File: src/rtl/ks_stream_gen.sv
// Round-key stream generator: latches a 128/192/256-bit master key on start,
// then streams NR round keys over a valid/ready handshake, rotating the key
// left by ROT within its effective width after every accepted key.
module ks_stream_gen #(
  parameter int KWIDTHMAX = 256,
  parameter int RKWIDTH   = 64,
  parameter int ROT       = 15,
  parameter int NR128     = 18,
  parameter int NR256     = 24
) (
  input  logic                 clk,
  input  logic                 reset,
  input  logic                 start,
  input  logic [1:0]           kWidth,
  input  logic [KWIDTHMAX-1:0] k,
  input  logic                 abort,
  output logic [RKWIDTH-1:0]   rk_data,
  output logic [7:0]           rk_round,
  output logic                 rk_valid,
  input  logic                 rk_ready,
  output logic                 busy,
  output logic                 done,
  output logic                 err
);

  typedef enum logic [1:0] {S_IDLE, S_RUN, S_DONE} state_e;

  localparam logic [7:0] NR128_L = 8'(NR128);
  localparam logic [7:0] NR256_L = 8'(NR256);
  localparam logic [KWIDTHMAX-1:0] MASK128 = {{(KWIDTHMAX-128){1'b0}}, {128{1'b1}}};
  localparam logic [KWIDTHMAX-1:0] MASK192 = {{(KWIDTHMAX-192){1'b0}}, {192{1'b1}}};

  state_e                 state_q, state_d;
  logic [1:0]             wsel_q, wsel_d;   // width code of the latched key
  logic [KWIDTHMAX-1:0]   key_q, key_d;
  logic [7:0]             cnt_q, cnt_d;
  logic [7:0]             nr_q, nr_d;
  logic                   err_q, err_d;

  logic [KWIDTHMAX-1:0]   key_rot;
  logic [KWIDTHMAX-1:0]   load_mask;
  logic [RKWIDTH-1:0]     key_top;
  logic                   run;

  // Rotation within the effective width; bits above W are always zero in
  // key_q, so the right shift only pulls down the top ROT bits of the field.
  always_comb begin
    key_rot = '0;
    case (wsel_q)
      2'b00:   key_rot = ((key_q << ROT) | (key_q >> (128 - ROT))) & MASK128;
      2'b01:   key_rot = ((key_q << ROT) | (key_q >> (192 - ROT))) & MASK192;
      default: key_rot = (key_q << ROT) | (key_q >> (256 - ROT));
    endcase
  end

  // Top RKWIDTH bits of the effective key field, and the load mask for k.
  always_comb begin
    key_top   = key_q[255 -: RKWIDTH];
    load_mask = '1;
    case (wsel_q)
      2'b00:   key_top = key_q[127 -: RKWIDTH];
      2'b01:   key_top = key_q[191 -: RKWIDTH];
      default: key_top = key_q[255 -: RKWIDTH];
    endcase
    case (kWidth)
      2'b00:   load_mask = MASK128;
      2'b01:   load_mask = MASK192;
      default: load_mask = '1;
    endcase
  end

  // Next-state and datapath update; abort wins over a same-cycle handshake.
  always_comb begin
    state_d = state_q;
    wsel_d  = wsel_q;
    key_d   = key_q;
    cnt_d   = cnt_q;
    nr_d    = nr_q;
    err_d   = 1'b0;
    case (state_q)
      S_IDLE: begin
        if (start) begin
          if (kWidth == 2'b11) begin
            err_d = 1'b1;
          end else begin
            state_d = S_RUN;
            wsel_d  = kWidth;
            key_d   = k & load_mask;
            cnt_d   = 8'd0;
            nr_d    = (kWidth == 2'b00) ? NR128_L : NR256_L;
          end
        end
      end
      S_RUN: begin
        if (abort) begin
          state_d = S_IDLE;
        end else if (rk_ready) begin
          key_d = key_rot;
          cnt_d = cnt_q + 8'd1;
          if (cnt_q == nr_q - 8'd1) state_d = S_DONE;
        end
      end
      S_DONE:  state_d = S_IDLE;
      default: state_d = S_IDLE;
    endcase
  end

  // State register.
  always_ff @(posedge clk or posedge reset) begin
    if (reset) state_q <= S_IDLE;
    else       state_q <= state_d;
  end

  // Key, counter, round limit and error pulse registers.
  always_ff @(posedge clk or posedge reset) begin
    if (reset) begin
      wsel_q <= 2'b00;
      key_q  <= '0;
      cnt_q  <= 8'd0;
      nr_q   <= 8'd0;
      err_q  <= 1'b0;
    end else begin
      wsel_q <= wsel_d;
      key_q  <= key_d;
      cnt_q  <= cnt_d;
      nr_q   <= nr_d;
      err_q  <= err_d;
    end
  end

  assign run      = (state_q == S_RUN);
  assign rk_valid = run;
  assign busy     = run;
  assign done     = (state_q == S_DONE);
  assign err      = err_q;
  assign rk_data  = run ? (key_top ^ RKWIDTH'(cnt_q)) : '0;
  assign rk_round = run ? cnt_q : 8'd0;

endmodule
File: config.mk
export PLATFORM = sky130hd
export DESIGN_NAME = ks_stream_gen
export DESIGN_NICKNAME = d
export VERILOG_FILES = /design/src/rtl/ks_stream_gen.sv
export SDC_FILE = /design/constraint.sdc
export NUM_CORES = 1
export LEC_CHECK = 0
export CELL_PAD_IN_SITES_DETAIL_PLACEMENT = 1
export CELL_PAD_IN_SITES_GLOBAL_PLACEMENT = 1
export CORE_MARGIN = 1.5
export CORE_UTILIZATION = 27
export DETAILED_ROUTE_END_ITERATION = 8
export DONT_BUFFER_PORTS = 1
export HOLD_SLACK_MARGIN = 0.1
export PLACE_DENSITY_LB_ADDON = 0.25
export SLEW_MARGIN = 25
export SYNTH_ARGS = -nofsm -noshare
export SYNTH_HDL_FRONTEND = slang
export SYNTH_SLANG_ARGS = --single-unit
File: constraint.sdc
create_clock -name clk -period 13.4 [get_ports clk]
set_input_delay 2.68 -clock clk [delete_from_list [all_inputs] [get_ports clk]]
set_output_delay 2.68 -clock clk [all_outputs]
set_load 0.03 [all_outputs]
* Yosys cells after proc, flatten, opt, wreduce, memory -nomap -nowiden
Cells that the tools add are included.
Widths: inputs -> output; s select.
** Operators by class
- Add/subtract/negate cells :: 2
- Eq/ne operators :: 12
- Multiplexer cells :: 25
- Bitwise logic cells :: 6
- Reductions and logical operators :: 7
** Operators by type and width (number)
- $pmux 256 s2 :: 3
- $mux 256 :: 4
- $and 256x256->256 :: 1
- $or 256x15->256 :: 1
- $or 192x79->192 :: 1
- $or 128x128->128 :: 1
- $pmux 64 s2 :: 1
- $mux 64 :: 1
- $xor 64x8->64 :: 1
- $mux 8 :: 5
- $pmux 8 s2 :: 1
- $mux 2 :: 5
- $add 8x1->8 const B :: 1
- $eq 8x8->1 :: 1
- $ne 2x2->1 const B :: 4
- $sub 8x1->8 const B :: 1
- $eq 2x1->1 const B :: 3
- $logic_not 2->1 :: 3
- $reduce_and 5->1 :: 1
- $eq 2x2->1 const B :: 2
- $mux 4 :: 1
- $pmux 2 s2 :: 1
- $reduce_and 4->1 :: 1
- $mux 1 :: 3
- other kinds (5) :: 5
** Storage, ports and cells
- Register bits after elaboration :: 277
- Input bits :: 263
- Output and inout port bits :: 76
- Logic and storage cells :: 58

* Longest topological paths before layout
- Depth in word-level cells :: 6
- Mapped depth :: 8
- Depth with buffers taken out :: 6

* Least setup slack after synthesis
No wires, ideal clock.
- Path kind :: reg-to-output
- Start point :: reg state_q[1]
- End point :: out rk_data[57]
- Data arrival time :: 1.744 ns
- Data required time :: 10.720 ns
- Slack :: 8.976 ns
- Cell stages (with the launch flop) :: 7
- Buffers on the path :: 3
- Path through :: dfrtp_1 > nand2b_1 > buf_6 > inv_4 > buf_6 > clkbuf_1 > and2_1
** Between the ends
- Word-level cells in the longest chain between the ends :: 2
** Ends and longest elaborated chain
- start, declared :: RTL line 33 : state_e state_q, state_d;
- start signal, assigned :: RTL line 111 : else state_q <= state_d;
- $eq 2x1->1 :: RTL line 131 : assign run = (state_q == S_RUN);
- named net busy :: RTL line 21 : output logic busy,
- $mux 64 :: RTL line 136 : assign rk_data = run ? (key_top ^ RKWIDTH'(cnt_q)) : '0;
- end, declared :: RTL line 17 : output logic [RKWIDTH-1:0] rk_data,
The timed path passes the listed nets, and every way through them passes these cells.

* Final worst setup path
- Start point :: reg wsel_q[1]
- End point :: out rk_data[51]
** Between the ends
- Word-level cells in the longest chain between the ends :: 4
- Elaborated cells between the ends (all ways) :: 5
- Classes of those cells :: 1 x eq/ne; 2 x mux; 1 x bitwise; 1 x reduce/logical
** Ends and longest elaborated chain
- start, declared :: RTL line 34 : logic [1:0] wsel_q, wsel_d;
- start signal, assigned :: RTL line 123 : wsel_q <= wsel_d;
- $eq 2x1->1 or $logic_not 2->1 (tied branches) :: RTL line 60 : case (wsel_q)
- $pmux 64 s2 * :: RTL line 60
- $xor 64x8->64 * :: RTL line 136
- $mux 64 * :: RTL line 136
Every way passes the cells marked *; elsewhere a longest branch is shown, timed or not.

==> impl_metrics.csv <==
group,metric,value,unit
status,status,"complete, no violations",
floorplanning,start_util,27.29,%
worst_setup_path,reg2regPathDepth,7,
worst_setup_path,cp_slowest_cell,"dfrtp_4",
routing,drtPass1Iterations,6,
logic_synthesis,ys_types,49,
routing,avgRoutedWirePerCell,33.00,µm
logic_synthesis,synth_area,15750,µm²
sta,fin_skew,23.88,ps
floorplanning,fp.dieW,244.5,µm
placed_design,place_hpwl,62080,µm
logic_synthesis,async_flop_share,100.0,%
sta,hold_viol,0,
global_routing,grt_first_pass_wirelength,116400,µm
worst_setup_path,cp_max_fo,83,
logic_synthesis,synth_largest_area_cell,"dfrtp_1",
global_routing,antenna_found_initial,28,
worst_setup_path,cpPeakStageDelay,1020,ps
logic_synthesis,ys_seq_area_share,43.22,%
layout,syn_to_final_growth,9.296,%
run,drv_cap,0,
layout,fillers,6837,
cts,clk_path_buf_depth,3,
worst_hold_path,hold_class,"register to register",
logic_synthesis,synth_edf_count,0,
routing,drc,0,
sta,fin_tns_setup,0,ps
global_routing,grtUsageTotal,27.63,%
cts,cts.sinks,272,
worst_setup_path,worst_setup_path_start_kind,"register",
floorplanning,die_area,59780,µm²
sta,fmax,0.1586,GHz
worst_setup_path,cp_top_family,"buffers and inverters",
routing,routed_via_density,5.791,
worst_setup_path,rrSetupSlack,9440,ps
worst_setup_path,critPathKind,"register to output pin",
cts,clk_pin_slew,60,ps
layout,post-route-util,29.83,%
floorplanning,die_h,244.5,µm
routing,routed_wl,84520,µm
layout,drive_gt1_share,5.627,%
sta,setup_viol,0,
pwr,leakagePower,0.007305,µW
cts,cts_resized,0,
worst_hold_path,hold_path_startpoint,"key_q[22]$_DFFE_PP0P_",
sta,finalCritPeriodShare,47.05,%
worst_setup_path,path_depth,3,
worst_setup_path,endpoint,"rk_data[51]",
worst_setup_path,crit_chain,"buf_4, inv_1, a211oi_2",
sta,min_period,6305,ps
sta,fin_hold_ws,485.1,ps
logic_synthesis,syn_inst,1866,
logic_synthesis,yosys_warnings,0,
routing,via_count,14830,
cts,h-tree-depth,2,
cts,cts_buffers,36,
routing,postRouteAntennaNets,0,
sta,final_max_slew_viol_count,0,
global_routing,grt_overflow,0,
sta,slew_headroom,27.25,%
floorplanning,ioPinCount,339,
logic_synthesis,synthesis.nets,2131,
placed_design,portBuffers,0,
placed_design,place_congestion,0.8787,
sta,rsz0062_at_grt,"false",
worst_setup_path,r2r_end,"key_q[191]$_DFFE_PP0P_",
worst_setup_path,cp_num_buf_inv,2,
worst_setup_path,cp.required,10720,ps
cts,clkLatencyLatePin,560,ps
logic_synthesis,synth-main-ff-cell,"dfrtp_1",
routing,drtIter0Drc,1579,
global_routing,grt_max_degree,242,
cts,post_cts_buffers,0,
sta,tightest_slew,1091,ps
layout,nets,2015,
cts,cts_hold_buf,0,
cts,cts_tree,"built",
worst_setup_path,end_kind,"output pin",
pwr,vdd_drop_max,0.07708,mV
cts,cts_root_buffer,"clkbuf_16",
logic_synthesis,ys_top_cells_by_area,"dfrtp_1 43%, nor2_1 10%, mux2i_1 8.1%, nand2_1 4.0%, o21ai_0 3.6%",
worst_setup_path,crit_path_start,"wsel_q[1]$_DFFE_PP0P_",
layout,layout_commonest_cell,"nor2_1",
pwr,p_per_area,225.1,nW/µm²
floorplanning,core_area,57700,µm²
worst_setup_path,arrival,3620,ps
logic_synthesis,synth-seq-cells,272,
logic_synthesis,synth_top_area_share,43.22,%
layout,final_cell_mix,"436 x nor2_1, 270 x dfrtp_1, 165 x nand2_1, 128 x mux2i_1, 113 x o21ai_0",
global_routing,grt_pass1_vias,14700,
floorplanning,rows,88,
logic_synthesis,avgSynthCellArea,8.439,µm²
worst_setup_path,reg2reg_from,"state_q[0]$_DFFE_PP0P_",
layer usage:
metal	global-route usage, %	part of all wire [%]	up-vias
met1	36.21	42	7619
met3	7.232	8.3	146
met2	43.27	46	648
met5	0	0.19	-
met4	10.91	3.4	24
li1	-	-	6394
report_power, final:
group / switching (µW) / internal (µW) / leakage (µW)
logic: 876 / 410 / 0.00349
clock network: 402 / 575 / 0.000582
registers: 523 / 1090 / 0.00323
total: 1800 / 2070 / 0.00731
synthesized netlist by cell type (all sizes together), types with 15 or more instances:
cell / n
nor2: 440
dfrtp: 272
nand2: 166
mux2i: 128
o21ai: 126
buf: 114
a21oi: 109
nor3: 67
a221oi: 64
o31ai: 64
a31oi: 61
clkbuf: 60
and3: 55
a211o: 49
and2: 15
cell type report:
| class | count | area (µm²) | share of cell area [%] |
|---|---|---|---|
| Sequential cell | 272 | 6814 | 39.59 |
| Tap cell | 765 | 957.2 | 5.561 |
| Inverter | 8 | 42.54 | 0.2472 |
| Antenna cell | 19 | 47.55 | 0.2762 |
| Timing Repair Buffer | 20 | 182.7 | 1.061 |
| Clock inverter | 7 | 42.54 | 0.2472 |
| Clock buffer | 58 | 1125 | 6.535 |
| Multi-Input combinational cell | 1412 | 8000 | 46.48 |
worst min-delay path by stage:
stage | slack, ps | cells past startpoint | end
global route | 520 | 2 | key_q[21]$_DFFE_PP0P_
CTS | 490 | 2 | key_q[22]$_DFFE_PP0P_
detailed placement | 470 | 2 | key_q[22]$_DFFE_PP0P_
floorplan | 450 | 2 | key_q[15]$_DFFE_PP0P_
finish | 490 | 2 | key_q[22]$_DFFE_PP0P_
global placement | 460 | 2 | key_q[15]$_DFFE_PP0P_
logic make-up (layout without fill, tap and decap cells):
group	after synthesis	after routing	share of synthesized area, %
fa+ha+maj	2	2	0.1589
buf+inv	182	93	6.070
compound gates	495	495	20.64
flops	272	272	43.22
mux	128	128	8.136
simple gates	772	772	20.94
other cells	0	19	0
xor+xnor	15	15	0.8343
through the flow:
stage / power [µW] / instance area (µm²) / setup slack, ps / cells
2_1_floorplan: 2254 / 15750 / 3225 / 1866
3_3_place_gp: 2841 / 15970 / 7814 / 2476
3_5_place_dp: 2872 / 15970 / 7804 / 2476
4_1_cts: 3859 / 17130 / 7207 / 2541
5_1_grt: 4037 / 17190 / 7027 / 2554
6_report: 3875 / 17210 / 7096 / 2561
flip-flops by register name, summed over array words and instances, names as in the netlist:
| name | cells |
|---|---|
| cnt_q | 8 |
| nr_q | 3 |
| wsel_q | 2 |
| state_q | 2 |
| key_q | 256 |
| err | 1 |
worst min-delay path, delay by kind of cell, from the launching register on:
| family | cells | cell delay [ps] |
|---|---|---|
| simple gates | 1 | 50 |
| compound gates | 1 | 50 |
| flops | 1 | 350 |
Note: power is estimated with default switching activity, not from simulation.
